## src/rtl/between_to_fifo.sv

```systemverilog
// between_to_fifo: receive side of the inter-board parallel link.
// Bytes arrive on t_data under a 4-phase tsent/trecieve handshake and are
// pushed into the local FIFO. A running CRC8 (poly 0x07, MSB-first) and a
// byte count are kept per frame; isFinish flags a completed frame.
// Optional feature macro: BETWEEN_PARITY_EN (adds odd-parity input tparity).
module between_to_fifo #(
  parameter int          FRAME_LEN = 16,
  parameter logic [7:0]  CRC_INIT  = 8'h00
) (
  input  logic       clk,
  input  logic       reset,
  input  logic       enable,
  input  logic [7:0] t_data,
  input  logic       tsent,
`ifdef BETWEEN_PARITY_EN
  input  logic       tparity,
`endif
  output logic       trecieve,
  output logic [7:0] fifo_data_out,
  output logic       fifo_we,
  input  logic       fifo_busy,
  input  logic       fifo_full,
  output logic [7:0] CRC,
  output logic [9:0] byte_count,
  output logic [3:0] error,
  output logic       isFinish
);

  localparam logic [9:0] FRAME_LEN_W = 10'(FRAME_LEN);

  typedef enum logic [2:0] {
    IDLE    = 3'd0,
    CAPTURE = 3'd1,
    WRITE   = 3'd2,
    ACK     = 3'd3,
    DONE    = 3'd4
  } state_t;

  state_t      state;
  state_t      stateNext;
  logic        tsentMeta;
  logic        tsentSync;
  logic [7:0]  dataReg;
  logic [7:0]  crcReg;
  logic [9:0]  countReg;
  logic        fullErrReg;
  logic        parityErrReg;
  logic        writeEn;
  logic        dropFull;
  logic        dropParity;
  logic        parityBad;
  logic [7:0]  crcNext;

  // One byte of CRC8, polynomial x^8+x^2+x+1, MSB first, no reflection.
  function automatic logic [7:0] crc8Byte(input logic [7:0] seed);
    logic [7:0] c;
    c = seed;
    for (int i = 0; i < 8; i++) begin
      c = c[7] ? ((c << 1) ^ 8'h07) : (c << 1);
    end
    return c;
  endfunction

  assign crcNext = crc8Byte(crcReg ^ dataReg);

`ifdef BETWEEN_PARITY_EN
  logic parityReg;
  // Odd parity: data bits plus parity bit must hold an odd number of ones.
  assign parityBad = ~(^{dataReg, parityReg});
`else
  assign parityBad = 1'b0;
`endif

  // Two-flop synchronizer for the remote strobe, which is asynchronous to clk.
  always_ff @(posedge clk or posedge reset) begin
    if (reset) begin
      tsentMeta <= 1'b0;
      tsentSync <= 1'b0;
    end else begin
      tsentMeta <= tsent;
      tsentSync <= tsentMeta;
    end
  end

  // State register.
  always_ff @(posedge clk or posedge reset) begin
    if (reset) state <= IDLE;
    else       state <= stateNext;
  end

  // Next-state and write/drop decisions; enable low forces IDLE with no write.
  always_comb begin
    stateNext  = state;
    writeEn    = 1'b0;
    dropFull   = 1'b0;
    dropParity = 1'b0;
    if (!enable) begin
      stateNext = IDLE;
    end else begin
      case (state)
        IDLE:    if (tsentSync) stateNext = CAPTURE;
        CAPTURE: stateNext = WRITE;
        WRITE: begin
          if (!fifo_busy) begin
            stateNext = ACK;
            if (fifo_full)      dropFull   = 1'b1;
            else if (parityBad) dropParity = 1'b1;
            else                writeEn    = 1'b1;
          end
        end
        ACK: begin
          // Hold the acknowledge until the sender withdraws its strobe.
          if (!tsentSync) stateNext = (countReg == FRAME_LEN_W) ? DONE : IDLE;
        end
        DONE:    stateNext = DONE;
        default: stateNext = IDLE;
      endcase
    end
  end

  // Datapath: capture byte, advance CRC/count on a real write, record drops.
  always_ff @(posedge clk or posedge reset) begin
    if (reset) begin
      dataReg      <= 8'h00;
      crcReg       <= CRC_INIT;
      countReg     <= 10'd0;
      fullErrReg   <= 1'b0;
      parityErrReg <= 1'b0;
`ifdef BETWEEN_PARITY_EN
      parityReg    <= 1'b0;
`endif
    end else if (!enable) begin
      crcReg       <= CRC_INIT;
      countReg     <= 10'd0;
      fullErrReg   <= 1'b0;
      parityErrReg <= 1'b0;
    end else begin
      if (state == CAPTURE) begin
        dataReg <= t_data;
`ifdef BETWEEN_PARITY_EN
        parityReg <= tparity;
`endif
      end
      if (writeEn) begin
        crcReg   <= crcNext;
        countReg <= countReg + 10'd1;
      end
      if (dropFull)   fullErrReg   <= 1'b1;
      if (dropParity) parityErrReg <= 1'b1;
    end
  end

  assign trecieve      = (state == ACK);
  assign isFinish      = (state == DONE);
  assign fifo_we       = writeEn;
  assign fifo_data_out = dataReg;
  assign CRC           = crcReg;
  assign byte_count    = countReg;
  assign error         = {2'b00, parityErrReg, fullErrReg};

endmodule

```

## config.mk

```make
export PLATFORM = sky130hd
export DESIGN_NAME = between_to_fifo
export DESIGN_NICKNAME = d
export VERILOG_FILES = /design/src/rtl/between_to_fifo.sv
export SDC_FILE = /design/constraint.sdc
export NUM_CORES = 1
export LEC_CHECK = 0
export ABC_AREA = 1
export BUFFER_PORTS_ARGS = -buffer_cell sky130_fd_sc_hd__buf_4
export CORE_ASPECT_RATIO = 0.6
export CORE_MARGIN = 8
export CORE_UTILIZATION = 53
export CTS_CLUSTER_SIZE = 25
export DETAILED_ROUTE_END_ITERATION = 8
export GPL_TIMING_DRIVEN = 0
export PLACE_DENSITY = 0.81
export SYNTH_ARGS = -nofsm -noshare
export SYNTH_HDL_FRONTEND = slang
export SYNTH_SLANG_ARGS = --single-unit
```

## constraint.sdc

```tcl
create_clock -name clk -period 1.81 [get_ports clk]
set_input_delay 0.362 -clock clk [delete_from_list [all_inputs] [get_ports clk]]
set_output_delay 0.362 -clock clk [all_outputs]
set_load 0.02 [all_outputs]
```

Word level (Yosys, flattened, before mapping)
Index checks and enable logic that the tools add are counted.

word-level totals
  register bits = 33
  bits of input ports = 14
  output and inout bits = 33
  word-level logic and storage cells = 60

cells by class
  add/sub/neg operators = 1
  equal/unequal tests = 10
  multiplexer cells = 29
  bitwise gates (word level) = 9
  reduce and logical (&&, ||, !) cells = 3

operator list
  cell                   number
  $mux 3                 13
  $not 3->3              8
  $mux 10                2
  $mux 8                 2
  $pmux 3 s5             1
  $mux 1                 11
  $add 10x1->10 const B  1
  $eq 10x5->1 const B    1
  $ne 3x3->1 const B     3
  $xor 8x8->8            1
  $eq 3x2->1 const B     2
  $ne 2x1->1 const B     2
  $eq 3x1->1 const B     1
  $eq 3x3->1 const B     1
  $logic_not 3->1        1
  $reduce_and 3->1       1
  $reduce_and 2->1       1

Depth between registers and ports, before layout
  depth after elaboration = 19
  gate-level depth with buffers = 10
  gate-level depth less buffers = 10

Least setup slack after synthesis
Ideal clock, no wire load.

  path type = register -> output
  start point = reg state[1]
  end point = out isFinish
  arrival = 0.992 ns
  required time = 1.448 ns
  setup slack = 0.456 ns
  stages on the path, launching flop included = 2
  path buffers = 0
  cells stage by stage = dfrtp_1 nor3_1

on the way
  longest elaborated chain between the ends = 1

ends and longest elaborated chain
  item                    line  source
  from (decl)             39    state_t state;
  from (signal assigned)  88    else state <= stateNext;
  $eq 3x3->1              154   assign isFinish = (state == DONE);
  to (decl)               26    output logic isFinish

Every way passes these cells.

Worst setup path in the final report
  start point = reg state[0]
  end point = out fifo_we

on the way
  longest elaborated chain between the ends = 3

ends and longest elaborated chain
  item        line  source
  $eq 3x2->1  100   case (state)
  $mux 1      100
  $mux 1      97    if (!enable) begin
  to (decl)   20    output logic fifo_we,

Every way passes these cells.

==> metrics.txt <==
fmax=between 0.5 and 0.6 GHz; Total Wirelength=roughly 4600 µm; busiest grt layer=met2; Syn Inst Count=between 200 and 250; row cnt=16; Post-route DRC=0; Pwr Total=0.00308 W; clock buffer depth=2; Worst Setup End Kind=output port; area delta synth->final=28.0%; routing usage on met3=0.0492; Slew @ Worst Pin=0.732 ns; most common cell after layout, fill and taps aside=nand2_1; Seq/Total Area, Yosys=0.430; PortBufs=between 40 and 50; min cycle time layout=~1.7 ns; starting density of the core=0.564; RSZ-0062 raised after global routing=no; die width=around 93 µm; die area=between 5000 and 6000 µm²; reg2reg setup slack=roughly 0.25 ns; critical path class=flip-flop to output port; clock sinks=32; vias in the first global route=roughly 1600; pwr/cell area=1290 nW/µm²; io pins=47; initial drt markers=roughly 140; Final setup viols=0; Post-Syn Area=roughly 1900 µm²; setup tns final=0 ns; clock skew=0.00983 ns; most frequent cells in the layout=87 x nand2_1, 50 x buf_4, 31 x dfrtp_1, 30 x inv_1, 18 x nand3_1; CP Launch Type=flip-flop; Worst EP arrival=between 1 and 1.5 ns; Worst IR Drop VDD=roughly 0.9 mV; Worst-Skew Late Latency=between 0.2 and 0.3 ns; switch share=0.427; Die H=approximately 62 µm; GRT met1 Usage=0.218; antenna-violating nets left=0; HP Class=input pin to flip-flop; share of power burned in registers=0.322; flops & latches, synth=32; Core ar.=about 3300 µm²; vias per inst=between 4 and 5; number of CTS-inserted buffers=5; gpl congestion=0.857; combinational share of power=0.481; DR pass1 iterations=5; relative slew slack=0.511; HPWL after detailed placement=roughly 3500 µm; Root Driver=clkbuf_8; outcome=finished clean; Synth cell types=31; H-Tree Depth=2; filler cell count=between 200 and 300; CTS tree=done; clock power share=0.197; gr usage total=0.167; wire per inst=about 13 µm; vias=between 1500 and 2000; CTS clk-pin slew, worst paths=roughly 0.070 ns; Synthesis Warnings=0; antenna cells=0; largest net degree at the start of global routing=33; CP Max Fanout=6; Fin. Hold Viols=0; Internal Power=roughly 0.0018 W; total grt overflow=0; first-pass GRT wire length=7510 µm; Slew Viols, Final=0; sw power=between 0.001 and 0.0015 W; nets@finish=about 320; M2 GR Usage=0.256; hold buffer count at cts=0; layout cell share with drive strength beyond 1=0.262; share of the clock period used by the worst path=0.960; Crit path required time=between 1 and 1.5 ns; max cap viols=0; Mapped Avg Cell Area=around 7.5 µm²; initial antenna violation count=0; leakage=between 1 and 1.5 nW
## synth_stat cells
cell | number | area (µm²)
dfrtp_1 | 32 | 801
xor2_1 | 1 | 8.76
xnor2_1 | 5 | 43.8
nand3_2 | 3 | 30.0
nand2_1 | 87 | 327
nor3_4 | 1 | 16.3
mux2_4 | 1 | 15.0
nor2_1 | 16 | 60.1
o21ai_2 | 2 | 17.5
o22ai_1 | 1 | 6.26
inv_1 | 30 | 113
or2_1 | 1 | 6.26
buf_6 | 1 | 11.3
nand3b_1 | 1 | 7.51
nor2_2 | 2 | 12.5
o21ai_1 | 2 | 10.0
ha_1 | 2 | 25.0
nand3_1 | 18 | 90.1
conb_1 | 1 | 3.75
mux2_2 | 3 | 33.8
nand2_2 | 1 | 6.26
nand2_4 | 1 | 11.3
buf_2 | 1 | 5.00
nor2_4 | 2 | 22.5
nor4_1 | 1 | 6.26
buf_4 | 4 | 30.0
o21ai_0 | 11 | 55.1
a21oi_1 | 12 | 60.1
nor3_1 | 3 | 15.0
clkbuf_4 | 1 | 7.51
inv_2 | 2 | 7.51
## worst max-delay path, stage by stage (launching register included)
cell     delay [ns]
dfrtp_1        0.40
inv_2          0.08
nand2_2        0.06
nor2_4         0.09
nand2_4        0.10
nor2_4         0.12
buf_6          0.10
buf_4          0.13
## per-layer routing
| metal | share of wire | vias up |
|---|---|---|
| li1 | - | 887 |
| met1 | 0.48 | 778 |
| met2 | 0.42 | 72 |
| met3 | 0.082 | 6 |
| met4 | 0.018 | 0 |
| met5 | 0 | - |
## worst paths after layout
check	start	to	cells past startpoint
max	state[0]	fifo_we	7
min	tsent	tsentMeta	1
max reg2reg	state[0]	fifo_data_out[2]	6
min reg2reg	tsentMeta	tsentSync	0
max in group asynchronous	reset	state[1]	3
min in group asynchronous	reset	CRC[0]	2
## flip-flops by register name, indices dropped and copies added (netlist names)
signal         flops
byte_count        10
CRC                8
fifo_data_out      8
state              3
fullErrReg         1
tsentMeta          1
tsentSync          1
## area by class of cell
class | count | area, µm² | share of cell area
inverters | 32 | 120 | 0.0503
flip-flops and latches | 32 | 802 | 0.336
plain buffers | 7 | 53.8 | 0.0225
clock buffers | 7 | 96.3 | 0.0404
repair buffers | 47 | 360 | 0.151
multi-input cells | 180 | 897 | 0.376
well taps | 45 | 56.3 | 0.0236
## stage by stage
step | std cells | area (µm²) | hold WS (ns) | utilization | setup slack [ns]
2_1_floorplan | 251 | 1870 | 0.331 | - | 0.456
3_3_place_gp | 339 | 2250 | 0.359 | 0.681 | 0.270
3_5_place_dp | 339 | 2250 | 0.365 | 0.681 | 0.265
4_1_cts | 347 | 2360 | 0.171 | 0.713 | 0.0614
5_1_grt | 350 | 2390 | 0.179 | 0.722 | 0.00157
6_report | 350 | 2390 | 0.180 | 0.722 | 0.0726
## cells by family after synthesis
logic type / share of synthesized area
other: 0.00201
adders and majority gates: 0.0134
xor gates and xnor gates: 0.0282
AOI/OAI and AO/OA: 0.0799
muxes: 0.0262
buffers and inverters: 0.0933
and+or+nand+nor: 0.328
DFF: 0.430
## power groups by stage
stage,logic (W),registers [W],clock network [W]
after detailed placement,0.00143,0.00100,0
after floorplan,0.000916,0.00110,0
after global placement,0.00140,0.000995,0
final,0.00148,0.000993,0.000607
after CTS,0.00144,0.000993,0.000620
after global routing,0.00167,0.00102,0.000645
## repair_timing
action	CTS	global route
endpoints found under the setup margin	1	1
resized for setup	1	0
setup buffers	1	2
Power figures use the tool's default switching activity.
